[config.mk]
export PLATFORM = sky130hd
export DESIGN_NAME = multibyte_add_ctrl
export DESIGN_NICKNAME = d
export VERILOG_FILES = /design/src/rtl/multibyte_add_ctrl_pkg.sv /design/src/rtl/multibyte_add_ctrl_rca8.sv /design/src/rtl/multibyte_add_ctrl.sv
export SDC_FILE = /design/constraint.sdc
export NUM_CORES = 1
export LEC_CHECK = 0
export BUFFER_PORTS_ARGS = -buffer_cell sky130_fd_sc_hd__buf_2
export CAP_MARGIN = 20
export CORE_UTILIZATION = 50
export CTS_BUF_LIST = sky130_fd_sc_hd__clkbuf_2
export CTS_CLUSTER_SIZE = 10
export DETAILED_ROUTE_END_ITERATION = 6
export HOLD_SLACK_MARGIN = 0.05
export PLACE_DENSITY = 0.82
export SETUP_SLACK_MARGIN = 0.4
export SLEW_MARGIN = 15
export SYNTH_ARGS = -nofsm -noshare
export SYNTH_HDL_FRONTEND = slang
export SYNTH_SLANG_ARGS = --single-unit
[constraint.sdc]
create_clock -name clk -period 4.9 [get_ports clk]
set_input_delay 0.98 -clock clk [delete_from_list [all_inputs] [get_ports clk]]
set_output_delay 0.98 -clock clk [all_outputs]
set_load 0.02 [all_outputs]
[src/rtl/multibyte_add_ctrl_pkg.sv]
// Shared definitions for the multi-byte add/subtract controller:
// FSM state encoding and the default lane count.
package multibyte_add_ctrl_pkg;

    localparam int NBYTES_DEFAULT = 4;

    typedef enum logic [1:0] {
        IDLE = 2'd0,
        ADD  = 2'd1,
        DONE = 2'd2
    } state_t;

endpackage

[src/rtl/multibyte_add_ctrl_rca8.sv]
// RCA8: 8-bit ripple-carry adder lane used once by the controller,
// which reuses it sequentially for every byte lane.
module multibyte_add_ctrl_rca8 (
    input  logic [7:0] a,
    input  logic [7:0] b,
    input  logic       carryInput,
    output logic [7:0] sum,
    output logic       carryOutput
);

    logic [8:0] carryChain;

    // Ripple the carry bit by bit from LSB to MSB.
    always_comb begin
        sum           = '0;
        carryChain    = '0;
        carryChain[0] = carryInput;
        for (int i = 0; i < 8; i++) begin
            sum[i]          = a[i] ^ b[i] ^ carryChain[i];
            carryChain[i+1] = (a[i] & b[i]) | (carryChain[i] & (a[i] ^ b[i]));
        end
        carryOutput = carryChain[8];
    end

endmodule

[src/rtl/multibyte_add_ctrl.sv]
// Multi-byte add/subtract controller: latches two W-bit operands on start,
// then pushes one byte lane per cycle (LSB first) through a single 8-bit
// adder, pulses done for one cycle and holds the result until the next op.
//
// Handshake: start is sampled on a rising edge and is accepted only when
// busy=0 (IDLE); it is ignored while busy=1, including the DONE cycle.
// done is a one-cycle pulse during which result/carry_out/overflow are
// valid; they then stay stable until the next accepted start.
module multibyte_add_ctrl
    import multibyte_add_ctrl_pkg::*;
#(
    parameter int NBYTES = NBYTES_DEFAULT
) (
    input  logic                  clk,
    input  logic                  rst,
    input  logic                  start,
    input  logic                  sub,
    input  logic [8*NBYTES-1:0]   a,
    input  logic [8*NBYTES-1:0]   b,
    output logic                  busy,
    output logic                  done,
    output logic [8*NBYTES-1:0]   result,
    output logic                  carry_out,
    output logic                  overflow,
    output state_t                dbgState
);

    localparam int W    = 8 * NBYTES;
    localparam int IDXW = (NBYTES > 1) ? $clog2(NBYTES) : 1;
    localparam logic [IDXW-1:0] LAST_IDX = IDXW'(NBYTES - 1);

    state_t            state;
    state_t            nextState;
    logic [W-1:0]      aReg;
    logic [W-1:0]      bReg;
    logic              subReg;
    logic [IDXW-1:0]   idx;
    logic              carryReg;
    logic [W-1:0]      resultReg;
    logic              carryOutReg;
    logic              overflowReg;

    logic [7:0]        laneA;
    logic [7:0]        laneB;
    logic [7:0]        laneSum;
    logic              laneCarry;
    logic              msbCarryIn;

    // Current lane operands; subtraction feeds the inverted b lane with
    // the initial carry set to 1 (two's complement a + ~b + 1).
    always_comb begin
        laneA = aReg[idx*8 +: 8];
        laneB = bReg[idx*8 +: 8] ^ {8{subReg}};
    end

    multibyte_add_ctrl_rca8 u_rca8 (
        .a           (laneA),
        .b           (laneB),
        .carryInput  (carryReg),
        .sum         (laneSum),
        .carryOutput (laneCarry)
    );

    // Carry into bit 7 recovered from the sum bit, used for signed overflow.
    assign msbCarryIn = laneA[7] ^ laneB[7] ^ laneSum[7];

    // State register.
    always_ff @(posedge clk) begin
        if (rst) begin
            state <= IDLE;
        end else begin
            state <= nextState;
        end
    end

    // Next-state and status decode.
    always_comb begin
        nextState = state;
        busy      = 1'b0;
        done      = 1'b0;
        case (state)
            IDLE: begin
                if (start) begin
                    nextState = ADD;
                end
            end
            ADD: begin
                busy = 1'b1;
                if (idx == LAST_IDX) begin
                    nextState = DONE;
                end
            end
            DONE: begin
                busy      = 1'b1;
                done      = 1'b1;
                nextState = IDLE;
            end
            default: begin
                nextState = IDLE;
            end
        endcase
    end

    // Datapath: operand capture, per-lane accumulation, final flags.
    always_ff @(posedge clk) begin
        if (rst) begin
            aReg        <= '0;
            bReg        <= '0;
            subReg      <= 1'b0;
            idx         <= '0;
            carryReg    <= 1'b0;
            resultReg   <= '0;
            carryOutReg <= 1'b0;
            overflowReg <= 1'b0;
        end else begin
            case (state)
                IDLE: begin
                    if (start) begin
                        aReg     <= a;
                        bReg     <= b;
                        subReg   <= sub;
                        idx      <= '0;
                        carryReg <= sub;
                    end
                end
                ADD: begin
                    resultReg[idx*8 +: 8] <= laneSum;
                    carryReg              <= laneCarry;
                    if (idx == LAST_IDX) begin
                        carryOutReg <= laneCarry;
                        overflowReg <= msbCarryIn ^ laneCarry;
                    end else begin
                        idx <= idx + 1'b1;
                    end
                end
                default: begin
                end
            endcase
        end
    end

    assign result    = resultReg;
    assign carry_out = carryOutReg;
    assign overflow  = overflowReg;
    assign dbgState  = state;

endmodule

### Word-level counts from Yosys, hierarchy flattened

Index checks and enable logic that the tools add are counted.

| operators by class | value |
|---|---|
| add/subtract/negate cells | 2 |
| equality and inequality tests | 6 |
| shifts and indexed selects | 4 |
| multiplexer cells | 11 |
| bitwise gates (word level) | 43 |
| reduce and logical (&&, ||, !) cells | 8 |

Operators by type and width:

| kind | number |
|---|---|
| $shiftx A32 B6 Y8 | 2 |
| $neg A5 Y34 | 1 |
| $shift A8 B34 Y32 const A | 1 |
| $shiftx A8 B34 Y32 | 1 |
| $bwmux W32 | 1 |
| $xor A1 B1 Y1 | 18 |
| $and A1 B1 Y1 | 16 |
| $mux W2 | 4 |
| $or A1 B1 Y1 | 8 |
| $pmux W2 S2 | 2 |
| $reduce_and A2 Y1 | 4 |
| $xor A8 B8 Y8 | 1 |
| $ne A2 B2 Y1 const B | 3 |
| $eq A2 B2 Y1 const B | 2 |
| $mux W1 | 3 |
| $reduce_and A3 Y1 | 1 |
| $add A2 B1 Y2 const B | 1 |
| $eq A2 B1 Y1 const B | 1 |
| $logic_not A2 Y1 | 1 |
| $pmux W1 S2 | 1 |
| $reduce_bool A2 Y1 | 1 |
| $reduce_or A2 Y1 | 1 |

| word-level totals | value |
|---|---|
| register bits | 104 |
| input bits | 68 |
| output and inout port bits | 38 |
| word-level logic and storage cells | 83 |

### Longest topological paths before layout

| depth | value |
|---|---|
| depth in word-level cells | 20 |
| depth in mapped cells | 17 |
| gate-level depth less buffers | 15 |

### Cells and area by module

Synthesis repeated with hierarchy kept, for this count alone.

| second synthesis, totals | value |
|---|---|
| cell total of the unflattened synthesis | 500 |
| area, all modules | 4459.3 um2 |

Modules (own cells, without submodules):

| module | times used | cells each | area each (um2) | sequential area each (um2) |
|---|---|---|---|---|
| multibyte_add_ctrl | 1 | 482 | 4261.6 | 2082.0 |
| multibyte_add_ctrl_rca8 | 1 | 18 | 197.7 | 0.0 |

### Worst setup path before layout

OpenSTA, ideal clock, no wires.

| timing path | value |
|---|---|
| kind | flip-flop to flip-flop |
| start | reg idx[0] |
| end | reg overflowReg (netlist: overflow) |
| setup time | 0.128 ns |
| arrival time | 4.523 ns |
| data required time | 4.772 ns |
| path slack | 0.249 ns |
| stages on the path, launching flop included | 17 |
| buffers on the path | 1 |
| clock period less this slack | 4.651 ns |
| path through | dfxtp_1 -> buf_6 -> mux4_2 -> xnor2_1 -> fa_1 -> fa_1 -> inv_1 -> fa_1 -> fa_1 -> inv_1 -> fa_1 -> fa_1 -> fa_1 -> fa_1 -> xor3_1 -> mux2i_1 -> nor2_1 |

| on the way | value |
|---|---|
| cells in the longest elaborated chain, start to end | 20 |
| elaborated cells between the ends (all ways) | 40 |
| those cells by class | eq/ne: 1; shift: 2; bitwise: 36; reduce/logical: 1 |

RTL lines:

| what | RTL line | source |
|---|---|---|
| start, declared | multibyte_add_ctrl.sv:37 | `logic [IDXW-1:0] idx;` |
| start signal, assigned | multibyte_add_ctrl.sv:133 | `idx <= idx + 1'b1;` |
| $shiftx A32 B6 Y8 | multibyte_add_ctrl.sv:53 | `laneB = bReg[idx*8 +: 8] ^ {8{subReg}};` |
| $xor A8 B8 Y8 | multibyte_add_ctrl.sv:53 |  |
| $xor A1 B1 Y1 | multibyte_add_ctrl_rca8.sv:20 | `carryChain[i+1] = (a[i] & b[i]) \| (carryChain[i] & (a[i] ^ b[i]));` |
| $and A1 B1 Y1 | multibyte_add_ctrl_rca8.sv:20 |  |
| $or A1 B1 Y1 | multibyte_add_ctrl_rca8.sv:20 |  |
| $and A1 B1 Y1 | multibyte_add_ctrl_rca8.sv:20 |  |
| $or A1 B1 Y1 | multibyte_add_ctrl_rca8.sv:20 |  |
| $and A1 B1 Y1 | multibyte_add_ctrl_rca8.sv:20 |  |
| [... 4 more ...] | - |  |
| $or A1 B1 Y1 | multibyte_add_ctrl_rca8.sv:20 |  |
| $and A1 B1 Y1 | multibyte_add_ctrl_rca8.sv:20 |  |
| $or A1 B1 Y1 | multibyte_add_ctrl_rca8.sv:20 |  |
| $and A1 B1 Y1 | multibyte_add_ctrl_rca8.sv:20 |  |
| $or A1 B1 Y1 | multibyte_add_ctrl_rca8.sv:20 |  |
| $xor A1 B1 Y1 or $and A1 B1 Y1 (tied branches) | multibyte_add_ctrl_rca8.sv:19, multibyte_add_ctrl_rca8.sv:20 |  |
| $xor A1 B1 Y1 or $or A1 B1 Y1 (tied branches) | multibyte_add_ctrl.sv:65, multibyte_add_ctrl_rca8.sv:20 |  |
| $xor A1 B1 Y1 | multibyte_add_ctrl.sv:131 | `overflowReg <= msbCarryIn ^ laneCarry;` |
| end signal, assigned | multibyte_add_ctrl.sv:131 |  |
| end, declared | multibyte_add_ctrl.sv:41 | `logic overflowReg;` |

Several ways; a longest one is shown, not always the timed one.
A chain may end at the register's enable or synchronous reset.

### Worst setup path after layout

| timing path | value |
|---|---|
| start | reg idx[0] |
| end | reg resultReg[31] (netlist: result[31]) |

| on the way | value |
|---|---|
| cells in the longest elaborated chain, start to end | 20 |
| elaborated cells between the ends (all ways) | 44 |
| those cells by class | add/sub: 1; shift: 4; mux: 1; bitwise: 38 |

RTL lines:

| what | RTL line | source |
|---|---|---|
| $shiftx A32 B6 Y8 | multibyte_add_ctrl.sv:53 |  |
| $xor A8 B8 Y8 | multibyte_add_ctrl.sv:53 |  |
| $xor A1 B1 Y1 | multibyte_add_ctrl_rca8.sv:19, multibyte_add_ctrl_rca8.sv:20 |  |
| $and A1 B1 Y1 | multibyte_add_ctrl_rca8.sv:20 |  |
| $or A1 B1 Y1 | multibyte_add_ctrl_rca8.sv:20 |  |
| $and A1 B1 Y1 | multibyte_add_ctrl_rca8.sv:20 |  |
| $or A1 B1 Y1 | multibyte_add_ctrl_rca8.sv:20 |  |
| $and A1 B1 Y1 | multibyte_add_ctrl_rca8.sv:20 |  |
| [... 4 more ...] | - |  |
| $or A1 B1 Y1 | multibyte_add_ctrl_rca8.sv:20 |  |
| $and A1 B1 Y1 | multibyte_add_ctrl_rca8.sv:20 |  |
| $or A1 B1 Y1 | multibyte_add_ctrl_rca8.sv:20 |  |
| $and A1 B1 Y1 | multibyte_add_ctrl_rca8.sv:20 |  |
| $or A1 B1 Y1 | multibyte_add_ctrl_rca8.sv:20 |  |
| $xor A1 B1 Y1 | multibyte_add_ctrl_rca8.sv:19 | `sum[i] = a[i] ^ b[i] ^ carryChain[i];` |
| $shiftx A8 B34 Y32 | multibyte_add_ctrl.sv:127 | `resultReg[idx*8 +: 8] <= laneSum;` |
| $bwmux W32 * | multibyte_add_ctrl.sv:127 |  |
| end signal, assigned by index | multibyte_add_ctrl.sv:127 |  |
| end, declared | multibyte_add_ctrl.sv:39 | `logic [W-1:0] resultReg;` |

Every way passes the cells marked *; elsewhere a longest branch is shown, timed or not.

==> impl_results.md <==
- R2R cell count: 15
- DPL Wire Length: around 8200 µm
- TritonCTS Buffers: 9
- PD cells: roughly 300 nW/µm²
- CTS tree: done
- Hold Path Cell Cnt: 2
- Worst Path Buf+Inv: 3
- Initial antenna violation count: 0
- Die area: 9690 µm²
- Max-slew violations: 0
- Setup_tns: 0 ns
- Synth Area in XOR/XNOR: around 2.2%
- Syn Std Cell Area: 4650 µm²
- Number of library cell types mapped by synthesis: 39
- Simple-Gate Fraction of Synth Area: 20.5%
- First DRT Iteration DRCs: 274
- Main combinational cell family by area after synthesis: simple AND/OR/NAND/NOR gates
- First-pass GRT wire length: 18300 µm
- Worst reg2reg startpoint: idx[0]$_SDFFE_PP0P_
- Worst-Skew Late Latency: about 0.57 ns
- IO Pins: ~110
- Mux contribution to synthesized area: 8.23%
- FF-to-FF setup slack: 0.33 ns
- Crit path capture type: flip-flop
- RSZ-0062 raised after global routing: true
- Ant diodes: 0
- Synth Instances: 529
- Total wire length: around 11000 µm
- Max H-tree Level: 3
- Critical path's most frequent cell: fa_2
- CTS Buffer Depth: 2
- Final ANT Viol Nets: 0
- Synth Area in Adders: 6.14%
- WHS Endpoint: result[30]$_SDFFE_PP0P_
- Post-synthesis sequential area ratio: 44.8%
- Syn Area/Cell: roughly 9 µm²
- Status: finished, final reports clean
- Vias: around 4000
- GPL Wtd Cong: 0.852
- Synth async-reset ratio: 0%
- HP Start: result[30]$_SDFFE_PP0P_
- Startpoint types: flip-flop
- Setup CP Type: reg2reg
- Worst-Margin Slew: 0.759 ns
- Design area: ~5400 µm²
- Delay-heaviest family, CP: adder cells
- Total number of yosys warnings: 0
- Tmin final: 4.57 ns
- IO buf count: approximately 110
- Nets: 698
- Layout cells sized above 1: 26.6%
- DP Area: ~5200 µm²
- Maximum Capacitance Violations: 0
- Hold_buf cts: 0
- Max transition margin: 49.4%
- Ys flop type: dfxtp_1
- Max Freq: 219 MHz
- Area Overhead vs Synth: 15.1%
- Die X: 98.4 µm
- CP cell instances: mux4_2 -> xnor2_2 -> fa_2 -> fa_2 -> inv_2 -> fa_2 -> fa_2 -> inv_2 -> fa_2 -> fa_2 -> fa_2 -> fa_2 -> buf_6 -> or3_1 -> a21oi_2
- CTS Sinks: 104
- Period utilization: 93.3%
- Most common cell after layout, fill and taps aside: nand2_1
- Starting density of the core: 52.5%
- WP data arrival: around 5 ns
- Final setup vio count: 0
- Routed WL per cell: 15.6 µm
- Final Hold Vio Count: 0
- GRT overflow: 0
- Number of global-route vias before repair: roughly 4000
- Synthesized flop and latch total: 104
- Slowest stage delay, CP: 0.54 ns
- Clk_skew: 0.0315 ns
- Maximum vdd drop: 0.173 mV
- CP max-delay cell: mux4_2
- HP Class: reg2reg
- Post-synthesis compound-gate area fraction: 13.1%
- Core Area: 8850 µm²
- Die Ht: just under 100 µm
- Clock slew at reported path FFs: approximately 0.28 ns
- Root cell of the clock tree: clkbuf_2
- Leading cell types in the layout, fill and taps excluded: 152 x nand2_1, 104 x buf_2, 103 x dfxtp_1, 82 x a21oi_1, 19 x nor2_1
- GRT Resource Usage Total: between 20% and 30%
- Post-DR vias/cell: 5.60
- WP data required: 5.42 ns
- First-pass detailed-route iteration total: 6
- FF-to-FF End: result[31]$_SDFFE_PP0P_
- Crit path depth: 15
- Mapped Nets: 615
- Core Rows: 34
- Drc violations: 0
- Total leakage power: 0.00216 µW
- Largest net degree at the start of global routing: 69
- EDFF count, synth: 0
- Max FO, Critical Path: 3
-- through the flow --
step | std cells | worst slack, ns | power [µW] | util (%) | hold slack, ns
floorplan | 529 | 0.349 | 1160 | - | 0.433
global placement | 707 | 0.421 | 1240 | 58.5 | 0.435
detailed placement | 707 | 0.277 | 1250 | 58.5 | 0.443
CTS | 724 | 0.369 | 1610 | 59.8 | 0.470
global route | 725 | 0.193 | 1700 | 60.5 | 0.489
finish | 725 | 0.331 | 1620 | 60.5 | 0.469
-- cells in the mapped netlist (2+ instances only) --
library cell | n | area share (%)
a211oi_1 | 2 | 0.32
a21oi_1 | 83 | 8.9
a22oi_1 | 12 | 1.9
a31oi_1 | 2 | 0.27
a32oi_1 | 4 | 0.75
and2_1 | 3 | 0.40
and3b_1 | 3 | 0.57
buf_1 | 5 | 0.40
buf_2 | 15 | 1.6
buf_6 | 2 | 0.48
clkbuf_1 | 18 | 1.5
dfxtp_1 | 104 | 45
fa_1 | 8 | 3.4
ha_1 | 10 | 2.7
inv_1 | 12 | 0.97
inv_2 | 2 | 0.16
mux2i_1 | 3 | 0.65
mux4_2 | 15 | 7.3
nand2_1 | 153 | 12
nand2b_1 | 2 | 0.27
nand4_1 | 4 | 0.54
nand4b_1 | 6 | 1.1
nor2_1 | 19 | 1.5
nor2b_1 | 6 | 0.81
nor3b_1 | 7 | 1.1
o21ai_0 | 3 | 0.32
o21ai_1 | 2 | 0.22
or3_1 | 6 | 0.81
xnor2_1 | 6 | 1.1
xor2_1 | 3 | 0.57
-- worst max path at each step --
stage                   startpoint                 endpoint  slack, ns
2_1_floorplan  idx[0]$_SDFFE_PP0P_    overflow$_SDFFE_PP0P_       0.35
3_3_place_gp   idx[0]$_SDFFE_PP0P_    overflow$_SDFFE_PP0P_       0.42
3_5_place_dp   idx[0]$_SDFFE_PP0P_    overflow$_SDFFE_PP0P_       0.28
4_1_cts        idx[0]$_SDFFE_PP0P_    overflow$_SDFFE_PP0P_       0.37
5_1_grt        idx[0]$_SDFFE_PP0P_  result[31]$_SDFFE_PP0P_       0.19
6_report       idx[0]$_SDFFE_PP0P_  result[31]$_SDFFE_PP0P_       0.33
-- power by group --
group / switching [µW] / internal, µW / total [µW]
Sequential: 26.0 / 894 / 920
Combinational: 194 / 146 / 340
Clock: 293 / 71.7 / 365
-- routing by layer --
| metal | vias up | share of wire, % | global-route usage [%] | wire length, µm |
|---|---|---|---|---|
| li1 | 1952 | - | - | - |
| met1 | 1923 | 42 | 30.7 | 4710 |
| met2 | 165 | 50 | 40.1 | 5640 |
| met3 | 21 | 6.4 | 3.69 | 725 |
| met4 | 0 | 2.3 | 10.2 | 262 |
| met5 | - | 0 | 0 | 0 |
-- sequential cells by signal, indices dropped and copies added, names as in the netlist, 2 cells and up --
signal    count
dbgState      2
idx           2
result       32
aReg         32
bReg         32
-- logic make-up (layout without fill, tap and decap cells) --
logic type / Yosys count / after routing
AND/OR/NAND/NOR: 214 / 214
AO/OA/AOI/OAI: 110 / 110
XOR/XNOR: 10 / 10
adder cells (fa/ha/maj): 18 / 18
buffers and inverters: 54 / 142
flip-flops: 104 / 104
multiplexers: 19 / 19
-- worst min-delay path: stages, from the launching register on --
cell,delay (ns)
dfxtp_1,0.37
nand2_1,0.05
a21oi_1,0.05
-- layout make-up --
cell class | count | area [µm²]
Fill cell | 784 | 3500
Tap cell | 108 | 135
Sequential cell | 104 | 2080
Multi-Input combinational cell | 371 | 2380
Inverter | 14 | 52.6
Timing Repair Buffer | 112 | 601
Clock buffer | 9 | 45.0
Clock inverter | 7 | 52.6
-- repair_timing --
| item | in CTS | in global routing |
|---|---|---|
| setup endpoints to repair | 4 | 6 |
| pin swaps | 1 | 2 |
| gates resized for setup | 3 | 10 |
| buffers inserted | 1 | 0 |
Note: power is estimated with default switching activity, not from simulation.
